$ cat config.mk
export PLATFORM = sky130hd
export DESIGN_NAME = sram_async_ctrl_flat
export DESIGN_NICKNAME = d
export VERILOG_FILES = /design/src/rtl/sram_pkg.sv /design/src/rtl/sram_async_ctrl_if.sv /design/src/rtl/sram_heartbeat.sv /design/src/rtl/sram_async_ctrl.sv /design/src/flat_wrapper.sv
export SDC_FILE = /design/constraint.sdc
export NUM_CORES = 1
export LEC_CHECK = 0
export CORE_ASPECT_RATIO = 0.8
export CORE_UTILIZATION = 41
export DETAILED_ROUTE_END_ITERATION = 6
export GPL_TIMING_DRIVEN = 0
export HOLD_SLACK_MARGIN = 0.06
export PLACE_DENSITY = 0.86
export SLEW_MARGIN = 20
export SYNTH_ARGS = -nofsm -noshare
export SYNTH_HDL_FRONTEND = slang
export SYNTH_SLANG_ARGS = --single-unit
$ cat constraint.sdc
create_clock -name i_clk -period 3.6 [get_ports i_clk]
set_clock_uncertainty 0.05 [all_clocks]
set_input_delay 0.72 -clock i_clk [delete_from_list [all_inputs] [get_ports i_clk]]
set_output_delay 0.72 -clock i_clk [all_outputs]
set_load 0.02 [all_outputs]
$ cat src/rtl/sram_pkg.sv
// Shared definitions for the asynchronous SRAM controller.
//   state_t          - controller FSM states
//   *_CYCLES_DEF     - default OE#/WE# low times, in clocks
//   *_W_DEF          - default SRAM geometry (1M x 8)
//   HB_W             - width of the optional heartbeat counter
package sram_pkg;

    typedef enum logic [2:0] {
        ST_IDLE,
        ST_READ,
        ST_WR_SETUP,
        ST_WR_PULSE,
        ST_WR_HOLD,
        ST_TURN
    } state_t;

    localparam int RD_CYCLES_DEF = 2;
    localparam int WR_CYCLES_DEF = 2;
    localparam int ADDR_W_DEF    = 20;
    localparam int DATA_W_DEF    = 8;
    localparam int HB_W          = 26;

endpackage

$ cat src/rtl/sram_async_ctrl_if.sv
// Single-beat request/response bus between on-chip logic and the SRAM
// controller.
//   req/we/addr/wdata : request from the master, held until ready
//   ready             : controller idle, request accepted when req & ready
//   rdata/rvalid      : read data and its one-cycle update pulse
//   wdone             : one-cycle pulse when a write has finished
interface sram_async_ctrl_if
    import sram_pkg::*;
#(
    parameter int ADDR_W = ADDR_W_DEF,
    parameter int DATA_W = DATA_W_DEF
);
    logic              req;
    logic              we;
    logic [ADDR_W-1:0] addr;
    logic [DATA_W-1:0] wdata;
    logic              ready;
    logic [DATA_W-1:0] rdata;
    logic              rvalid;
    logic              wdone;

    modport master (
        output req, we, addr, wdata,
        input  ready, rdata, rvalid, wdone
    );

    modport slave (
        input  req, we, addr, wdata,
        output ready, rdata, rvalid, wdone
    );
endinterface

$ cat src/rtl/sram_heartbeat.sv
// Board-alive indicator: free-running counter whose MSB drives an LED.
//   i_clk, i_rst : clock, asynchronous active-high reset
//   o_led        : counter MSB
module sram_heartbeat
    import sram_pkg::*;
(
    input  logic i_clk,
    input  logic i_rst,
    output logic o_led
);
    logic [HB_W-1:0] r_cnt;

    always_ff @(posedge i_clk or posedge i_rst) begin
        if (i_rst) r_cnt <= '0;
        else       r_cnt <= r_cnt + HB_W'(1);
    end

    assign o_led = r_cnt[HB_W-1];
endmodule

$ cat src/rtl/sram_async_ctrl.sv
// Asynchronous SRAM controller: turns single-beat requests on the bus
// interface into timed CE#/OE#/WE# sequences with programmable wait states.
// Every pin-side and bus-side output comes straight from a register.
//   i_clk, i_rst       : clock, asynchronous active-high reset
//   bus (slave)        : request/response handshake
//   o_sram_addr        : SRAM address pins
//   o_sram_dq          : data toward the pad, enabled by o_sram_dq_oe
//   i_sram_dq          : data sampled from the pad
//   o_sram_ce_n/oe_n/we_n : active-low strobes
//   o_led              : heartbeat, only when SRAM_CTRL_HEARTBEAT_EN is defined
module sram_async_ctrl
    import sram_pkg::*;
#(
    parameter int ADDR_W    = ADDR_W_DEF,
    parameter int DATA_W    = DATA_W_DEF,
    parameter int RD_CYCLES = RD_CYCLES_DEF,
    parameter int WR_CYCLES = WR_CYCLES_DEF
) (
    input  logic              i_clk,
    input  logic              i_rst,
    sram_async_ctrl_if.slave  bus,
    output logic [ADDR_W-1:0] o_sram_addr,
    output logic [DATA_W-1:0] o_sram_dq,
    output logic              o_sram_dq_oe,
    input  logic [DATA_W-1:0] i_sram_dq,
    output logic              o_sram_ce_n,
    output logic              o_sram_oe_n,
    output logic              o_sram_we_n
`ifdef SRAM_CTRL_HEARTBEAT_EN
    ,
    output logic              o_led
`endif
);
    if (RD_CYCLES < 1) begin : g_bad_rd
        $error("RD_CYCLES must be at least 1");
    end
    if (WR_CYCLES < 1) begin : g_bad_wr
        $error("WR_CYCLES must be at least 1");
    end

    localparam int CNT_MAX = (RD_CYCLES > WR_CYCLES) ? RD_CYCLES : WR_CYCLES;
    localparam int CNT_W   = $clog2(CNT_MAX + 1);
    localparam logic [CNT_W-1:0] RD_LAST = CNT_W'(RD_CYCLES - 1);
    localparam logic [CNT_W-1:0] WR_LAST = CNT_W'(WR_CYCLES - 1);

    state_t            r_state,   w_state_nxt;
    logic [CNT_W-1:0]  r_cnt,     w_cnt_nxt;
    logic              r_ready,   w_ready_nxt;
    logic              r_rvalid,  w_rvalid_nxt;
    logic              r_wdone,   w_wdone_nxt;
    logic [DATA_W-1:0] r_rdata,   w_rdata_nxt;
    logic [ADDR_W-1:0] r_addr,    w_addr_nxt;
    logic [DATA_W-1:0] r_dq,      w_dq_nxt;
    logic              r_dq_oe,   w_dq_oe_nxt;
    logic              r_ce_n,    w_ce_n_nxt;
    logic              r_oe_n,    w_oe_n_nxt;
    logic              r_we_n,    w_we_n_nxt;
    logic              r_last_rd, w_last_rd_nxt;
    logic              w_accept;

    // r_ready is only ever high in IDLE, so it alone qualifies acceptance
    assign w_accept = bus.req & r_ready;

    always_ff @(posedge i_clk or posedge i_rst) begin
        if (i_rst) begin
            r_state   <= ST_IDLE;
            r_cnt     <= '0;
            r_ready   <= 1'b0;
            r_rvalid  <= 1'b0;
            r_wdone   <= 1'b0;
            r_rdata   <= '0;
            r_addr    <= '0;
            r_dq      <= '0;
            r_dq_oe   <= 1'b0;
            r_ce_n    <= 1'b1;
            r_oe_n    <= 1'b1;
            r_we_n    <= 1'b1;
            r_last_rd <= 1'b0;
        end else begin
            r_state   <= w_state_nxt;
            r_cnt     <= w_cnt_nxt;
            r_ready   <= w_ready_nxt;
            r_rvalid  <= w_rvalid_nxt;
            r_wdone   <= w_wdone_nxt;
            r_rdata   <= w_rdata_nxt;
            r_addr    <= w_addr_nxt;
            r_dq      <= w_dq_nxt;
            r_dq_oe   <= w_dq_oe_nxt;
            r_ce_n    <= w_ce_n_nxt;
            r_oe_n    <= w_oe_n_nxt;
            r_we_n    <= w_we_n_nxt;
            r_last_rd <= w_last_rd_nxt;
        end
    end

    // Next-state logic computes the value every output register takes on
    // the coming edge, so strobes change exactly on state boundaries.
    always_comb begin
        w_state_nxt   = r_state;
        w_cnt_nxt     = r_cnt;
        w_ready_nxt   = r_ready;
        w_rvalid_nxt  = 1'b0;
        w_wdone_nxt   = 1'b0;
        w_rdata_nxt   = r_rdata;
        w_addr_nxt    = r_addr;
        w_dq_nxt      = r_dq;
        w_dq_oe_nxt   = r_dq_oe;
        w_ce_n_nxt    = r_ce_n;
        w_oe_n_nxt    = r_oe_n;
        w_we_n_nxt    = r_we_n;
        w_last_rd_nxt = r_last_rd;

        case (r_state)
            ST_IDLE: begin
                w_ready_nxt = 1'b1;
                if (w_accept) begin
                    w_ready_nxt   = 1'b0;
                    w_addr_nxt    = bus.addr;
                    w_last_rd_nxt = ~bus.we;
                    w_cnt_nxt     = '0;
                    if (!bus.we) begin
                        w_state_nxt = ST_READ;
                        w_ce_n_nxt  = 1'b0;
                        w_oe_n_nxt  = 1'b0;
                    end else begin
                        w_dq_nxt = bus.wdata;
                        // SRAM may still be driving DQ after OE# rises
                        if (r_last_rd) begin
                            w_state_nxt = ST_TURN;
                        end else begin
                            w_state_nxt = ST_WR_SETUP;
                            w_ce_n_nxt  = 1'b0;
                            w_dq_oe_nxt = 1'b1;
                        end
                    end
                end
            end
            ST_READ: begin
                if (r_cnt == RD_LAST) begin
                    w_rdata_nxt  = i_sram_dq;
                    w_rvalid_nxt = 1'b1;
                    w_ce_n_nxt   = 1'b1;
                    w_oe_n_nxt   = 1'b1;
                    w_ready_nxt  = 1'b1;
                    w_state_nxt  = ST_IDLE;
                end else begin
                    w_cnt_nxt = r_cnt + CNT_W'(1);
                end
            end
            ST_TURN: begin
                w_state_nxt = ST_WR_SETUP;
                w_ce_n_nxt  = 1'b0;
                w_dq_oe_nxt = 1'b1;
            end
            ST_WR_SETUP: begin
                w_state_nxt = ST_WR_PULSE;
                w_we_n_nxt  = 1'b0;
                w_cnt_nxt   = '0;
            end
            ST_WR_PULSE: begin
                if (r_cnt == WR_LAST) begin
                    w_we_n_nxt  = 1'b1;
                    w_state_nxt = ST_WR_HOLD;
                end else begin
                    w_cnt_nxt = r_cnt + CNT_W'(1);
                end
            end
            ST_WR_HOLD: begin
                w_dq_oe_nxt = 1'b0;
                w_ce_n_nxt  = 1'b1;
                w_wdone_nxt = 1'b1;
                w_ready_nxt = 1'b1;
                w_state_nxt = ST_IDLE;
            end
            default: begin
                w_state_nxt = ST_IDLE;
            end
        endcase
    end

    assign bus.ready    = r_ready;
    assign bus.rdata    = r_rdata;
    assign bus.rvalid   = r_rvalid;
    assign bus.wdone    = r_wdone;
    assign o_sram_addr  = r_addr;
    assign o_sram_dq    = r_dq;
    assign o_sram_dq_oe = r_dq_oe;
    assign o_sram_ce_n  = r_ce_n;
    assign o_sram_oe_n  = r_oe_n;
    assign o_sram_we_n  = r_we_n;

`ifdef SRAM_CTRL_HEARTBEAT_EN
    sram_heartbeat u_heartbeat (
        .i_clk (i_clk),
        .i_rst (i_rst),
        .o_led (o_led)
    );
`endif
endmodule

$ cat src/flat_wrapper.sv
// flat-port wrapper written by rule: the top's interface ports become plain ports
module sram_async_ctrl_flat import sram_pkg::*;
#(
    parameter int ADDR_W    = ADDR_W_DEF,
    parameter int DATA_W    = DATA_W_DEF,
    parameter int RD_CYCLES = RD_CYCLES_DEF,
    parameter int WR_CYCLES = WR_CYCLES_DEF
)
  (i_clk, i_rst, o_sram_addr, o_sram_dq, o_sram_dq_oe, i_sram_dq, o_sram_ce_n, o_sram_oe_n, o_sram_we_n, bus_req, bus_we, bus_addr, bus_wdata, bus_ready, bus_rdata, bus_rvalid, bus_wdone);
  sram_async_ctrl_if #(.ADDR_W(ADDR_W), .DATA_W(DATA_W)) bus_i ();
  input  logic i_clk;
  input  logic i_rst;
  output logic [ADDR_W-1:0] o_sram_addr;
  output logic [DATA_W-1:0] o_sram_dq;
  output logic o_sram_dq_oe;
  input  logic [DATA_W-1:0] i_sram_dq;
  output logic o_sram_ce_n;
  output logic o_sram_oe_n;
  output logic o_sram_we_n;
  input wire logic [$bits(bus_i.req)-1:0] bus_req;
  input wire logic [$bits(bus_i.we)-1:0] bus_we;
  input wire logic [$bits(bus_i.addr)-1:0] bus_addr;
  input wire logic [$bits(bus_i.wdata)-1:0] bus_wdata;
  output wire logic [$bits(bus_i.ready)-1:0] bus_ready;
  output wire logic [$bits(bus_i.rdata)-1:0] bus_rdata;
  output wire logic [$bits(bus_i.rvalid)-1:0] bus_rvalid;
  output wire logic [$bits(bus_i.wdone)-1:0] bus_wdone;
  assign bus_i.req = bus_req;
  assign bus_i.we = bus_we;
  assign bus_i.addr = bus_addr;
  assign bus_i.wdata = bus_wdata;
  assign bus_ready = bus_i.ready;
  assign bus_rdata = bus_i.rdata;
  assign bus_rvalid = bus_i.rvalid;
  assign bus_wdone = bus_i.wdone;
  sram_async_ctrl #(.ADDR_W(ADDR_W), .DATA_W(DATA_W), .RD_CYCLES(RD_CYCLES), .WR_CYCLES(WR_CYCLES)) u_core (.i_clk(i_clk), .i_rst(i_rst), .bus(bus_i), .o_sram_addr(o_sram_addr), .o_sram_dq(o_sram_dq), .o_sram_dq_oe(o_sram_dq_oe), .i_sram_dq(i_sram_dq), .o_sram_ce_n(o_sram_ce_n), .o_sram_oe_n(o_sram_oe_n), .o_sram_we_n(o_sram_we_n));
endmodule
# --- Yosys cells after proc, flatten, opt, wreduce, memory -nomap -nowiden ---
# Index checks and enable logic that the tools add are counted.
op_classes:
  n_mux: 27
  add_sub_neg: 1
  eq_ne: 14
  bitwise_logic: 2
  reduce_logical: 18
ops:
  columns: ["operator", "n"]
  rows:
  - ["$mux W3", 5]
  - ["$pmux W3 S5", 1]
  - ["$mux W1", 13]
  - ["$reduce_and A4 Y1", 3]
  - ["$reduce_and A3 Y1", 3]
  - ["$reduce_bool A3 Y1", 3]
  - ["$ne A2 B2 Y1 const B", 4]
  - ["$reduce_and A2 Y1", 4]
  - ["$eq A3 B2 Y1 const B", 2]
  - ["$eq A3 B3 Y1 const B", 2]
  - ["$ne A2 B1 Y1 const B", 3]
  - ["$pmux W1 S3", 2]
  - ["$pmux W2 S3", 1]
  - ["$mux W2", 2]
  - ["$pmux W1 S2", 2]
  - ["$pmux W1 S4", 1]
  - ["$reduce_bool A2 Y1", 2]
  - ["$reduce_bool A4 Y1", 1]
  - ["$eq A3 B1 Y1 const B", 1]
  - ["$logic_not A3 Y1", 1]
  - ["$ne A3 B3 Y1 const B", 1]
  - ["$add A2 B1 Y2 const B", 1]
  - ["$eq A2 B1 Y1 const B", 1]
  - ["$reduce_or A2 Y1", 1]
  - ["2 further kinds", 2]
totals:
  input_bits: 40
  wordCells: 75
  out_inout_bits: 43
  register_bits: 49

# --- Depth between registers and ports, before layout ---
# Gate-level depths: netlist of the first run.
depth:
  depth_word: 4
  ltp_mapped: 7
  depth_no_buf: 5

# --- Least setup slack after synthesis of the first run ---
# Ideal clock, no wire load.
synth_timing:
  path_kind: "in2reg"
  from: "input port bus_req"
  to: "register u_core.r_addr[0], in the netlist u_core.o_sram_addr[0]"
  n_path_buf: 2
  required_ps: 3425
  setup_time_ps: 125
  slack_ps: 1768
  arrival_time_ps: 1657
  path_stages: 5
  path_cell_list: "and4bb_4 -> and2_1 -> buf_6 -> buf_6 -> mux2_4"
synth_via:
  elab_chain_len: 2
synth_rtl:
  columns: ["element", "line", "text"]
  rows:
  - ["from (decl)", "flat_wrapper.sv:20", "input wire logic [$bits(bus_i.req)-1:0] bus_req;"]
  - ["$and A1 B1 Y1", "sram_async_ctrl.sv:62", "assign w_accept = bus.req & r_ready;"]
  - ["$reduce_and A2 Y1 (no source line)", null, null]
  - ["to (signal assigned)", "sram_async_ctrl.sv:86", "r_addr <= w_addr_nxt;"]
  - ["to (decl)", "sram_async_ctrl.sv:52", "logic [ADDR_W-1:0] r_addr, w_addr_nxt;"]
# No other way between the ends.
# A chain may end at the register's enable or synchronous reset.

# --- Final worst setup path of the first run ---
layout_timing:
  from: "register u_core.r_oe_n, in the netlist u_core.o_sram_oe_n"
  to: "output port o_sram_oe_n"
layout_rtl:
  columns: ["element", "line", "text"]
  rows:
  - ["from (decl)", "sram_async_ctrl.sv:56", "logic r_oe_n, w_oe_n_nxt;"]
  - ["from (signal assigned)", "sram_async_ctrl.sv:90", "r_oe_n <= w_oe_n_nxt;"]
  - ["to (decl)", "flat_wrapper.sv:18", "output logic o_sram_oe_n;"]
# No word-level cell between the ends.

==> results of run 1 <==
[routing by layer]
metal	vias up	wire, µm	GRT usage
li1	687	-	-
met1	730	1990	0.239
met2	65	2010	0.276
met3	3	397	0.0569
met4	0	21	0.0461
met5	-	0	0
[registers in the layout, summed over array words and instances (netlist names), 2 cells and up]
name / count
u_core.bus.rdata: 8
u_core.o_sram_addr: 20
u_core.o_sram_dq: 8
u_core.r_cnt: 2
u_core.r_state: 3
[power groups by stage]
stage	clock (µW)	sequential (µW)	combinational [µW]
after global routing	352	1020	1620
after detailed placement	0	993	1520
after floorplan	0	1270	601
final	316	982	1510
after global placement	0	976	1490
after CTS	331	985	1530
[area by class of cell]
type                            count  area (µm²)  area share
Buffer                              8        55.1      0.0178
Inverter                            6        22.5     0.00730
Tap cell                           60        75.1      0.0243
Timing Repair Buffer               83         841       0.273
Sequential cell                    49        1230       0.399
Clock buffer                        6        72.6      0.0235
Clock inverter                      2        13.8     0.00446
Multi-Input combinational cell     82         776       0.251
[logic make-up (layout without fill, tap and decap cells)]
family,Yosys count,after routing,share of synthesized area
DFF,49,49,0.590
adders and majority gates,1,1,0.00601
AOI/OAI and AO/OA,20,20,0.0673
and+or+nand+nor,25,25,0.0721
muxes,36,36,0.227
buffers and inverters,14,105,0.0372
[worst paths after layout]
kind                                       end  slack, ns  cells after the start
setup / recovery                   o_sram_oe_n       1.37                      1
hold / removal             u_core.o_sram_dq[0]       0.46                      1
setup reg to reg           u_core.bus.rdata[7]       1.71                      6
hold reg to reg            u_core.o_sram_dq[0]       0.46                      1
max in group asynchronous   u_core.o_sram_we_n       2.23                      3
min in group asynchronous  u_core.bus.rdata[4]       0.69                      2
[cell usage in the layout (no fill, tap or decap), drive strengths merged, types with 2 or more instances in the layout]
master	n
a21o	3
a21oi	7
a221oi	3
a22o	2
buf	6
clkbuf	9
clkdlybuf4s50	82
clkinv	2
dfrtp	46
dfstp	3
inv	6
mux2	36
nand2	4
nand2b	2
nand3	4
nor2	5
nor3	2
o21ai	2
[per-stage QoR]
step | power [µW] | hold slack (ns) | utilization
4_1_cts | 2840 | 0.462 | 0.652
2_1_floorplan | 1870 | 0.446 | -
3_3_place_gp | 2470 | 0.437 | 0.629
5_1_grt | 2990 | 0.481 | 0.652
3_5_place_dp | 2520 | 0.443 | 0.633
6_report | 2810 | 0.460 | 0.652
==> out/qor.csv, run 1 <==
metric,value,unit
RePlAce Congestion,0.958,
detailed-route via count,1485,
final wirelength,4410,µm
Core Rows,22,
core footprint,4730,µm²
fin crit period,2.23,ns
Syn Inst Count,145,
Post-CTS Setup Repair Bufs,0,
IO Port Bufs,82,
fraction of layout cells with a size suffix above 1,0.237,
area delta synth->final,48.1,%
Max Slew Vio Count,0,
CP Buf/Inv Count,1,
Place WS,1.13,ns
WP data required,2.83,ns
share of power burned in registers,0.349,
post-CTS sizing,0,
hold path start,u_core.o_sram_dq[0],
Pint,1800,µW
Rel. slew slack,0.708,
crit-path max FO,3,
Worst Path Arrival,1.46,ns
Setup-failing EPs final,0,
Synth top cells by count,"dfrtp_1 (46), mux2_2 (18), mux2_4 (18), a21oi_1 (7)",
crit-path max cell delay,0.62,ns
Sw Pwr,1010,µW
Switching Share,0.360,
Fmax,0.448,GHz
Mapped Nets,186,
# hold bufs at CTS,0,
crit end category,output pin,
Clock Power Share,0.112,
leading area contributor after synthesis,dfrtp_1,
Final Cycle Share,0.620,
HP Class,reg -> reg,
Initial Util,0.440,
clk buf depth,2,
clk slew on worst S/H paths,0.08,ns
Gate power share,0.538,
grt total ovfl,0,
cell with the most instances after synthesis,dfrtp_1,
worst-margin pin slew,0.437,ns
nets,276,
pin count of the biggest net entering global routing,31,
die area,5370,µm²
Detail Route Antenna Nets,0,
"Cell Area, Placed",3000,µm²
"delay-heaviest family, CP",buffers and inverters,
status,"finished, final reports clean",
Fill cells,371,
DR iter-0 viols,32,
Power Density,911,nW/µm²
asr flop ratio synth,1.00,
# diodes,0,
placed insts,288,
Fin. Hold Viols,0,
vias in the first global route,1479,
CP Class,reg -> out,
Post-Layout Cell Count,296,
crit path from,u_core.o_sram_oe_n,
leakage power,0.00133,µW
Worst R2R Start,u_core.r_cnt[1],
max cap viols,0,
gr usage total,0.178,
clk sinks,49,
Die Ht,65.8,µm
VDD IR-drop max,0.000494,V
synth top area cells,"dfrtp_1 (55%), mux2_4 (13%), mux2_2 (9.7%)",
Unique masters post-synth,33,
crit start category,register,
Die X,81.7,µm
"FF+latch count, synth",49,
Synth Flop Type,dfrtp_1,
TNS Setup,0,ns
Syn Area/Cell,14.4,µm²
DR WL/cell,14.9,µm
YS warnings,0,
RSZ-0062 raised after global routing,false,
via/cell ratio,5.02,
Worst-Skew Late Latency,0.30,ns
# DRC,0,
Final Cell Area,3090,µm²
first-pass GRT wire length,7040,µm
CP cell instances,clkdlybuf4s50_1,
CTS tree,yes,
H-tree depth,2,
drt pass-1 iters,4,
CTS Buf Count,5,
dpl hpwl,3320,µm
Post-synth EDFFs,0,
initial antenna violation count,0,
Worst path slowest cell,clkdlybuf4s50_1,
Post-Syn Area,2080,µm²
CTS Root Cell,clkbuf_8,
Synth top area share,0.553,
sequential area share after synthesis,0.590,
I/O pin total,83,
Final WS setup,1.37,ns
No activity file was read; power rests on OpenSTA's default activity.
==> inputs of run 2 (changes only) <==
--- a/config.mk
+++ b/config.mk
@@ -6,7 +6,7 @@
 export NUM_CORES = 1
 export LEC_CHECK = 0
 export CORE_ASPECT_RATIO = 0.8
-export CORE_UTILIZATION = 41
+export CORE_UTILIZATION = 39
 export DETAILED_ROUTE_END_ITERATION = 6
 export GPL_TIMING_DRIVEN = 0
 export HOLD_SLACK_MARGIN = 0.06
==> constraint.sdc (replaced) <==
create_clock -name i_clk -period 1.8 [get_ports i_clk]
set_clock_uncertainty 0.05 [all_clocks]
set_input_delay 0.36 -clock i_clk [delete_from_list [all_inputs] [get_ports i_clk]]
set_output_delay 0.36 -clock i_clk [all_outputs]
set_load 0.02 [all_outputs]
==> out/qor.csv, run 2 (synthesis gave the netlist of run 1 again) <==
metric,value,unit,change
pin count of the biggest net entering global routing,30,,-3.2%
Switching Share,0.348,,-0.0117
fin crit period,1.76,ns,
I/O pin total,83,,unchanged
share of power burned in registers,0.337,,-0.012
CTS Root Cell,clkbuf_8,,
r2r worst-path depth,4,,-2
Rel. slew slack,0.661,,-0.0477
clk sinks,49,,unchanged
clk slew on worst S/H paths,0.09,ns,about the same
Final Cycle Share,0.976,,
Worst Path Arrival,1.89,ns,+0.43 ns
first-pass GRT wire length,7130,µm,+1.2%
CTS Buf Count,5,,unchanged
Power Density,1850,nW/µm²,+100%
leakage power,0.00136,µW,+2.6%
die area,5640,µm²,+5.0%
IO Port Bufs,82,,unchanged
Clock Power Share,0.136,,+0.024
VDD IR-drop max,0.000929,V,+88%
crit end category,register,,
gr usage total,0.163,,-0.0147
HP Class,in -> async,,
DR WL/cell,14.5,µm,-2.4%
reg2reg end,u_core.bus.rdata[6],,
most frequent cells in the layout,"clkdlybuf4s50_1 (79), dfrtp_1 (46), mux2_4 (18), mux2_2 (18), a21oi_1 (7)",,
Die Ht,67.4,µm,+2.5%
Initial Util,0.411,,-0.0287
H-tree depth,2,,unchanged
area delta synth->final,51.5,%,
Core Rows,23,,+4.5%
# hold bufs at CTS,0,,unchanged
grt total ovfl,0,,unchanged
Worst R2R Start,u_core.r_state[2],,
vias in the first global route,1475,,-0.27%
# diodes,0,,unchanged
fraction of layout cells with a size suffix above 1,0.248,,+0.0106
drt pass-1 iters,4,,unchanged
detailed-route via count,1499,,+0.94%
RSZ-0062 raised after global routing,false,,
crit-path max FO,10,,+7
Fmax,0.569,GHz,
DR iter-0 viols,91,,+180%
RePlAce Congestion,0.833,,-13%
initial antenna violation count,0,,unchanged
Setup-failing EPs final,0,,unchanged
worst setup path endpoint,u_core.o_sram_addr[5],,
max cap viols,0,,unchanged
max reg flops,20,,unchanged
Sw Pwr,2040,µW,+100%
Pint,3820,µW,+110%
clk buf depth,2,,unchanged
Fin. Hold Viols,0,,unchanged
worst-margin pin slew,0.509,ns,+0.0722 ns
Worst-Skew Late Latency,0.29,ns,about the same
WP data required,1.93,ns,-0.90 ns
status,"finished, final reports clean",,
"most common cell after layout, fill and taps aside",clkdlybuf4s50_1,,
crit path from,bus_req,,
CTS tree,yes,,
core footprint,5060,µm²,+7.0%
Hold WS,0.341,ns,-0.119 ns
Max Slew Vio Count,0,,unchanged
CP Class,in -> reg,,
crit start category,input port,,
Gate power share,0.526,,-0.012
# DRC,0,,unchanged
dpl hpwl,3130,µm,-5.5%
via/cell ratio,5.00,,-0.40%
R2R setup slack,0.06,ns,-1.65 ns
final wirelength,4360,µm,-1.1%
nets,278,,+0.72%
Detail Route Antenna Nets,0,,unchanged
Die X,83.7,µm,+2.5%
Overall Power,5850,µW,+110%
-- run 2: repair_timing --
item	4_1_cts	5_1_grt
pin swaps	0	1
cloned	1	0
buffers inserted	0	1
resized for setup	9	2
setup endpoints to repair	11	8
-- run 2: worst min path at each step --
stage,start,to,slack [ns],cells after the start
6_report,i_rst,u_core.o_sram_addr[6],0.34,2
5_1_grt,i_rst,u_core.o_sram_dq[5],0.38,2
4_1_cts,i_rst,u_core.o_sram_addr[6],0.35,2
3_5_place_dp,u_core.o_sram_dq[0],u_core.o_sram_dq[0],0.44,1
3_3_place_gp,u_core.o_sram_dq[4],u_core.o_sram_dq[4],0.44,1
2_1_floorplan,bus_we,u_core.o_sram_oe_n,0.44,2
-- run 2: stage by stage --
| step | cell area, µm² | setup TNS (ns) | util | cells | worst slack [ns] |
|---|---|---|---|---|---|
| floorplan | 2080 | 0 | - | 145 | 0.107 |
| global placement | 2980 | -38.92 | 0.589 | 289 | -0.704 |
| detailed placement | 3000 | -6.51 | 0.593 | 290 | -0.287 |
| CTS | 3140 | 0 | 0.620 | 299 | 0.00442 |
| global route | 3160 | 0 | 0.623 | 300 | 0.00392 |
| finish | 3160 | 0 | 0.623 | 300 | 0.0437 |
-- run 2: layer usage --
| metal | global-route usage | part of all wire | vias up |
|---|---|---|---|
| met2 | 0.248 | 0.45 | 64 |
| met1 | 0.216 | 0.45 | 730 |
| met3 | 0.0648 | 0.097 | 2 |
| met5 | 0 | 0 | - |
| met4 | 0.0508 | 0.0041 | 0 |
| li1 | - | - | 703 |
-- run 2: final cells by class --
class / instances / area [µm²]
Fill cell: 413 / 1910
Tap cell: 62 / 77.6
Multi-Input combinational cell: 82 / 791
Clock inverter: 1 / 30.0
Sequential cell: 49 / 1230
Inverter: 6 / 22.5
Clock buffer: 7 / 86.3
Timing Repair Buffer: 85 / 852
Buffer: 8 / 67.6
-- run 2: power groups by stage --
stage / clock network, µW / registers (µW) / logic, µW
2_1_floorplan: 0 / 2540 / 1200
3_3_place_gp: 0 / 1960 / 2970
3_5_place_dp: 0 / 1990 / 3030
4_1_cts: 821 / 1980 / 3080
5_1_grt: 860 / 2050 / 3300
6_report: 798 / 1980 / 3080
-- run 2: critical path, cell delays in order --
cell and delay [ns]:
clkdlybuf4s50_1 0.50, and4bb_4 0.28, and2_1 0.15, buf_6 0.11, buf_6 0.17, mux2_4 0.31
